**config.mk**
```make
export PLATFORM = sky130hd
export DESIGN_NAME = bus_arbiter
export DESIGN_NICKNAME = d
export VERILOG_FILES = /design/src/rtl/bus_arbiter.sv
export SDC_FILE = /design/constraint.sdc
export NUM_CORES = 1
export LEC_CHECK = 0
export ABC_AREA = 1
export BUFFER_PORTS_ARGS = -buffer_cell sky130_fd_sc_hd__buf_2
export CORE_AREA = 2 2 108 110
export CTS_CLUSTER_DIAMETER = 200
export DETAILED_ROUTE_END_ITERATION = 16
export DIE_AREA = 0 0 110 112
export PLACE_DENSITY = 0.72
export SYNTH_ARGS = -nofsm -noshare
export SYNTH_HDL_FRONTEND = slang
export SYNTH_SLANG_ARGS = --single-unit
```
**constraint.sdc**
```tcl
create_clock -name clock -period 4.45 [get_ports clock]
set_input_delay 0.6675 -clock clock [delete_from_list [all_inputs] [get_ports clock]]
set_output_delay 0.6675 -clock clock [all_outputs]
set_load 0.02 [all_outputs]
```
**src/rtl/bus_arbiter.sv**
```systemverilog
// Two-master (instruction/data) round-robin arbiter with a five-region address decoder.
// Define ARBITER_TIMEOUT_EN to bound how long the selected slave may stall a transaction.
module bus_arbiter #(
    parameter logic [31:0] IRAM_BASE  = 32'h0000_0000,
    parameter logic [31:0] IRAM_TOP   = 32'h0000_1000,
    parameter logic [31:0] DRAM_BASE  = 32'h0002_0000,
    parameter logic [31:0] DRAM_TOP   = 32'h0002_1000,
    parameter logic [31:0] UART_BASE  = 32'h0010_0000,
    parameter logic [31:0] UART_TOP   = 32'h0010_0004,
    parameter logic [31:0] CLINT_BASE = 32'h0200_0000,
    parameter logic [31:0] CLINT_TOP  = 32'h0200_C000,
    parameter logic [31:0] PLIC_BASE  = 32'h0C00_0000,
    parameter logic [31:0] PLIC_TOP   = 32'h1000_0000,
    parameter int          TIMEOUT    = 1024
) (
    input  logic        clock,
    input  logic        reset,
    input  logic        imem_valid,
    input  logic [31:0] imem_addr,
    output logic        imem_ready,
    output logic [31:0] imem_rdata,
    output logic        imem_error,
    input  logic        dmem_valid,
    input  logic [31:0] dmem_addr,
    input  logic [31:0] dmem_wdata,
    input  logic [3:0]  dmem_wstrb,
    output logic        dmem_ready,
    output logic [31:0] dmem_rdata,
    output logic        dmem_error,
    output logic        slv_valid,
    output logic [4:0]  slv_sel,
    output logic [31:0] slv_addr,
    output logic [31:0] slv_wdata,
    output logic [3:0]  slv_wstrb,
    input  logic        slv_ready,
    input  logic [31:0] slv_rdata
);

    typedef enum logic [1:0] {IDLE, BUSY, ERR} state_t;

    // Index order matches the slv_sel bit order {plic, clint, uart, dram, iram}.
    localparam logic [4:0][31:0] REGION_BASE = {PLIC_BASE, CLINT_BASE, UART_BASE, DRAM_BASE, IRAM_BASE};
    localparam logic [4:0][31:0] REGION_TOP  = {PLIC_TOP,  CLINT_TOP,  UART_TOP,  DRAM_TOP,  IRAM_TOP};

    state_t      state_reg;
    logic        last_grant_reg;  // 1 = data port; also names the owner while BUSY/ERR
    logic        pick;
    logic [31:0] req_addr;
    logic [4:0]  hit;
    logic        complete;
    logic        fault;
    logic        done;
    logic        expired;

    // Round-robin only matters on a tie; a lone requester always wins.
    always_comb begin
        if (imem_valid && dmem_valid) begin
            pick = ~last_grant_reg;
        end else begin
            pick = dmem_valid;
        end
    end

    assign req_addr = pick ? dmem_addr : imem_addr;

    genvar gi;
    generate
        for (gi = 0; gi < 5; gi++) begin : g_decode
            logic above_base;
            if (REGION_BASE[gi] == 32'h0) begin : g_zero_base
                assign above_base = 1'b1;
            end else begin : g_base
                assign above_base = (req_addr >= REGION_BASE[gi]);
            end
            assign hit[gi] = above_base && (req_addr < REGION_TOP[gi]);
        end
    endgenerate

`ifdef ARBITER_TIMEOUT_EN
    localparam int CW = $clog2(TIMEOUT + 1);

    logic [CW-1:0] count_reg;

    // A slave answering in the very cycle the limit is reached still completes normally.
    assign expired = (state_reg == BUSY) && !slv_ready && (count_reg == CW'(TIMEOUT));
`else
    logic [31:0] unused_timeout;

    assign unused_timeout = 32'(TIMEOUT);
    assign expired        = 1'b0;
`endif

    assign complete = (state_reg == BUSY) && slv_ready;
    assign fault    = (state_reg == ERR) || expired;
    assign done     = complete || fault;

    assign imem_ready = done && !last_grant_reg;
    assign dmem_ready = done &&  last_grant_reg;
    assign imem_error = fault && !last_grant_reg;
    assign dmem_error = fault &&  last_grant_reg;
    assign imem_rdata = (complete && !last_grant_reg) ? slv_rdata : 32'h0;
    assign dmem_rdata = (complete &&  last_grant_reg) ? slv_rdata : 32'h0;

    always_ff @(posedge clock or negedge reset) begin
        if (!reset) begin
            state_reg      <= IDLE;
            last_grant_reg <= 1'b1;
            slv_valid      <= 1'b0;
            slv_sel        <= 5'h0;
            slv_addr       <= 32'h0;
            slv_wdata      <= 32'h0;
            slv_wstrb      <= 4'h0;
`ifdef ARBITER_TIMEOUT_EN
            count_reg      <= '0;
`endif
        end else begin
            case (state_reg)
                IDLE: begin
                    if (imem_valid || dmem_valid) begin
                        last_grant_reg <= pick;
                        slv_addr       <= req_addr;
                        // The instruction port is read-only.
                        slv_wdata      <= pick ? dmem_wdata : 32'h0;
                        slv_wstrb      <= pick ? dmem_wstrb : 4'h0;
                        slv_sel        <= hit;
                        slv_valid      <= |hit;
                        state_reg      <= (|hit) ? BUSY : ERR;
`ifdef ARBITER_TIMEOUT_EN
                        count_reg      <= '0;
`endif
                    end
                end
                BUSY: begin
                    if (complete || expired) begin
                        state_reg <= IDLE;
                        slv_valid <= 1'b0;
                        slv_sel   <= 5'h0;
                    end
`ifdef ARBITER_TIMEOUT_EN
                    else begin
                        count_reg <= count_reg + CW'(1);
                    end
`endif
                end
                ERR: begin
                    state_reg <= IDLE;
                end
                default: begin
                    state_reg <= IDLE;
                    slv_valid <= 1'b0;
                    slv_sel   <= 5'h0;
                end
            endcase
        end
    end

endmodule

```
# Word level (Yosys, flattened, before mapping)
# Index checks and enable logic that the tools add are counted.
# W data, S select, Z words.
[totals] reg_bits=77 output_inout_bits=142 in_bits=137 word_cells=58
[op_classes] mux=16 bitwise_logic=2 order_cmp=9 reduce_logical=20 n_eq_ne=4
[op_table] cell="$mux W32" count=4
[op_table] cell="$ge A32 B18 Y1 const B" count=1
[op_table] cell="$ge A32 B21 Y1 const B" count=1
[op_table] cell="$ge A32 B26 Y1 const B" count=1
[op_table] cell="$ge A32 B28 Y1 const B" count=1
[op_table] cell="$lt A32 B13 Y1 const B" count=1
[op_table] cell="$lt A32 B18 Y1 const B" count=1
[op_table] cell="$lt A32 B21 Y1 const B" count=1
[op_table] cell="$lt A32 B26 Y1 const B" count=1
[op_table] cell="$lt A32 B29 Y1 const B" count=1
[op_table] cell="$pmux W5 S3" count=1
[op_table] cell="$logic_and A1 B1 Y1" count=12
[op_table] cell="$mux W5" count=2
[op_table] cell="$mux W2" count=3
[op_table] cell="$reduce_or A5 Y1" count=1
[op_table] cell="$mux W4" count=1
[op_table] cell="$ne A2 B2 Y1 const B" count=2
[op_table] cell="$pmux W2 S2" count=1
[op_table] cell="$reduce_and A2 Y1" count=2
[op_table] cell="$mux W1" count=3
[op_table] cell="$pmux W1 S3" count=1
[op_table] cell="$reduce_and A3 Y1" count=1
[op_table] cell="$eq A2 B1 Y1 const B" count=1
[op_table] cell="$eq A2 B2 Y1 const B" count=1
[op_table] cell="other kinds (4)" count=6

# Depth between registers and ports, before layout
[depth] word_depth=9 mapped_depth=14 depth_no_buf=13

# Least setup slack after synthesis
# OpenSTA, ideal clock, no wires.
[synth_timing] path_kind="in2out" startpoint="in slv_ready" endpoint="out dmem_rdata[10]" n_path_buf=1 cell_stages=5 required_time_ns=3.783 arrival_ns=1.520 path_slack_ns=2.262 path_cell_list="inv_1 nor3_1 nand2_1 clkbuf_1 nor2_1"
[synth_via] elab_chain_len=3
[synth_rtl] element="start: declaration" line="35" text="input logic slv_ready,"
[synth_rtl] element="$logic_and A1 B1 Y1" line="93" text="assign complete = (state_reg == BUSY) && slv_ready;"
[synth_rtl] element="$logic_and A1 B1 Y1" line="102" text="assign dmem_rdata = (complete && last_grant_reg) ? slv_rdata : 32'h0;"
[synth_rtl] element="$mux W32" line="102"
[synth_rtl] element="end: declaration" line="28" text="output logic [31:0] dmem_rdata,"
# No other way between the ends.

# Final worst setup path
[layout_timing] startpoint="reg state_reg[1]" endpoint="out dmem_rdata[22]"
[layout_via] elab_chain_len=4
[layout_rtl] element="start: declaration" line="45" text="state_t state_reg;"
[layout_rtl] element="start signal: assignment" line="127" text="state_reg <= (|hit) ? BUSY : ERR;"
[layout_rtl] element="$eq A2 B1 Y1" line="93"
[layout_rtl] element="$logic_and A1 B1 Y1" line="93"
[layout_rtl] element="$logic_and A1 B1 Y1" line="102"
[layout_rtl] element="$mux W32" line="102"
# No other way between the ends.

==> impl_metrics.json <==
{
  "ys_seq_elements": 77,
  "total_power_mw": 2.538,
  "cts_hold_repair.buffers": 0,
  "routedLengthMet1_um": 5286,
  "min-delay-start": "slv_addr[16]",
  "hold_slack_ns": 0.4765,
  "num_io_pins": 279,
  "floorplan.initialDensity": 0.3678,
  "timing.critical_path.from_type": "flip-flop",
  "worst_hold_path.endpoint": "slv_addr[16]",
  "most-common-layout-cells": "buf_2 (277), nand2_1 (143), nor2_1 (99)",
  "layout_commonest_cell": "buf_2",
  "power_density_mw_per_mm2": 432.5,
  "clock_insertion_delay_worst_skew_ns": 0.34,
  "peak_per_stage_delay_on_the_critical_path_ns": 0.63,
  "final_nets": 977,
  "max-clock-path-buffers": 2,
  "grt_overflow": 0,
  "io_buffers": 278,
  "netlist_area_mm2": 0.004110,
  "place_area_mm2": 0.005547,
  "number_of_drc_violations_after_detailed_routing": 0,
  "die_boundary_width_um": 110,
  "min_period_ns": 2.866,
  "tightestPinTransition_ns": 1.005,
  "grt_use_total": 0.2190,
  "n_antenna_cell": 0,
  "maximum_number_of_pins_on_one_net_before_global_route_repair": 81,
  "top_regs": "slv_addr: 32 flops, slv_wdata: 32 flops, slv_sel: 5 flops",
  "tns_ns": 0,
  "standard_cell_with_the_maximum_stage_delay_on_the_critical_path": "nand2_1",
  "clock_tree_from_tritoncts": "done",
  "layout-drive-gt1-share": 0.3763,
  "total_die_area_mm2": 0.01232,
  "drt_pre_antenna_iters": 4,
  "timing.reg2reg.worst_path_depth": 12,
  "cp.arrival_ns": 2.20,
  "critical_path.endpoint_type": "primary output",
  "maxUsedRoutingLayer": "met4",
  "dr_wl_met3_um": 1080,
  "grt_first_pass_wirelength_um": 20640,
  "timing.reg2reg.setup_slack_ns": 1.83,
  "timing.rr.end": "state_reg[0]",
  "slew_violations": 0,
  "syn_inst": 579,
  "worstPathCellList": "nor3_1 -> nand2_1 -> nor2_1 -> buf_2",
  "crit_path_max_fanout": 33,
  "power_leakage_nw": 3.650,
  "holdCritPathClass": "flip-flop to flip-flop",
  "netlist.area_leader.share": 0.4627,
  "post_cts_sizing_count": 0,
  "tritoncts.num_buffers": 9,
  "h-tree-depth": 3,
  "gpl.final_weighted_congestion": 0.7764,
  "relSlewSlack": 0.3284,
  "post-cts-setup-buffers": 0,
  "r2r_start": "last_grant_reg",
  "max_clock_freq_mhz": 348.9,
  "finalSetupViolations": 0,
  "detailedPlacementHpwl_um": 10310,
  "ys.warnings.count": 0,
  "netlist_top_cells_area": "dfrtp_1 (46%), nand2_1 (13%), nor2_1 (9.0%)",
  "run_status": "finished, final reports clean",
  "wl_per_cell_um": 13.73,
  "cap_viol_max_count": 0,
  "ant_nets": 0,
  "areaGrowthSynthToFinish_pct": 42.77,
  "critical_path_class": "flip-flop to primary output",
  "timing.final.crit_share": 0.6441,
  "required_arrival_time_at_the_worst_endpoint_ns": 3.78,
  "routed_wirelength_um": 13570,
  "grt_antenna_before_repair": 0,
  "hold_depth": 2,
  "worst_clk_skew_ns": 0.007451,
  "floorplan.core_area_mm2": 0.01117,
  "grt_setup_unrepaired": "false",
  "cp_top_family": "simple AND/OR/NAND/NOR gates",
  "routed_via_density": 4.637,
  "cts-root-buf": "clkbuf_16",
  "detail_route.iter0.violations": 202,
  "mappedNetlistNets": 716,
  "number_of_global_route_vias_before_repair": 4179,
  "synth-seq-area-share": 0.4691,
  "wl_met2_um": 7018,
  "final-hold-violation-count": 0,
  "floorplan.die.height_um": 112,
  "cp.buffers_inverters": 1,
  "fin_area_mm2": 0.005868,
  "yosys.cell_types.count": 26,
  "clk_pin_slew_ns": 0.06,
  "cts_sinks": 77,
  "floorplan.rows": 39,
  "vias": 4581,
  "power.ir.vdd_worst_uv": 245.2,
  "post_synth.cell_area_avg_um2": 7.099,
  "synth_area_leader": "dfrtp_1"
}
[how the worst max path moves through the flow]
stage / startpoint / endpoint / cells after the start
floorplan: slv_ready / dmem_rdata[10] / 5
global placement: imem_valid / slv_valid / 12
finish: state_reg[1] / dmem_rdata[22] / 4
detailed placement: imem_valid / slv_valid / 12
CTS: last_grant_reg / imem_ready / 4
global route: state_reg[0] / imem_rdata[1] / 5
[per-layer routing]
layer | GRT usage | vias to the layer above
met4 | 0.06835 | 0
met5 | 0 | -
li1 | - | 2294
met3 | 0.04918 | 17
met2 | 0.3930 | 197
met1 | 0.2547 | 2073
[report_power, final]
| part | switching (mW) | internal (mW) | total [mW] |
|---|---|---|---|
| Clock | 0.300 | 0.494 | 0.794 |
| Sequential | 0.0881 | 0.857 | 0.945 |
| Combinational | 0.541 | 0.259 | 0.799 |
| Total | 0.928 | 1.61 | 2.54 |
[worst min-delay path: stages (launching register included)]
cell and delay, ns:
dfrtp_1 0.34, nand2_1 0.05, o21ai_0 0.06
[cell type report]
class / count / area [µm²]
multi-input combinational: 377 / 1674
fill: 1125 / 5306
sequential: 77 / 1928
tap: 143 / 178.9
timing repair buffer: 280 / 1409
clock buffer: 9 / 225.2
clock inverter: 7 / 96.34
inverter: 95 / 356.6
[Yosys cell counts (all sizes together)]
cell	n
nand2	146
nor2	103
inv	95
dfrtp	76
o21ai	70
nand3	34
clkbuf	16
buf	14
a31oi	13
nand3b	4
a21oi	2
nand4	2
a22o	1
dfstp	1
nor3	1
or2	1
[cell families (layout without fill, tap and decap cells)]
logic type | after synthesis | after routing | synth area share
AND/OR/NAND/NOR | 291 | 291 | 0.2922
buffers and inverters | 125 | 391 | 0.1263
AO/OA/AOI/OAI | 86 | 86 | 0.1123
flip-flops | 77 | 77 | 0.4691
[metrics by stage]
step,utilization,std cells,setup WS [ns]
after global routing,0.5251,988,1.293
after floorplan,-,579,2.262
after global placement,0.4964,972,1.580
final,0.5251,988,1.584
after CTS,0.5251,988,1.603
after detailed placement,0.4964,972,1.523
Note: power is estimated with default switching activity, not from simulation.
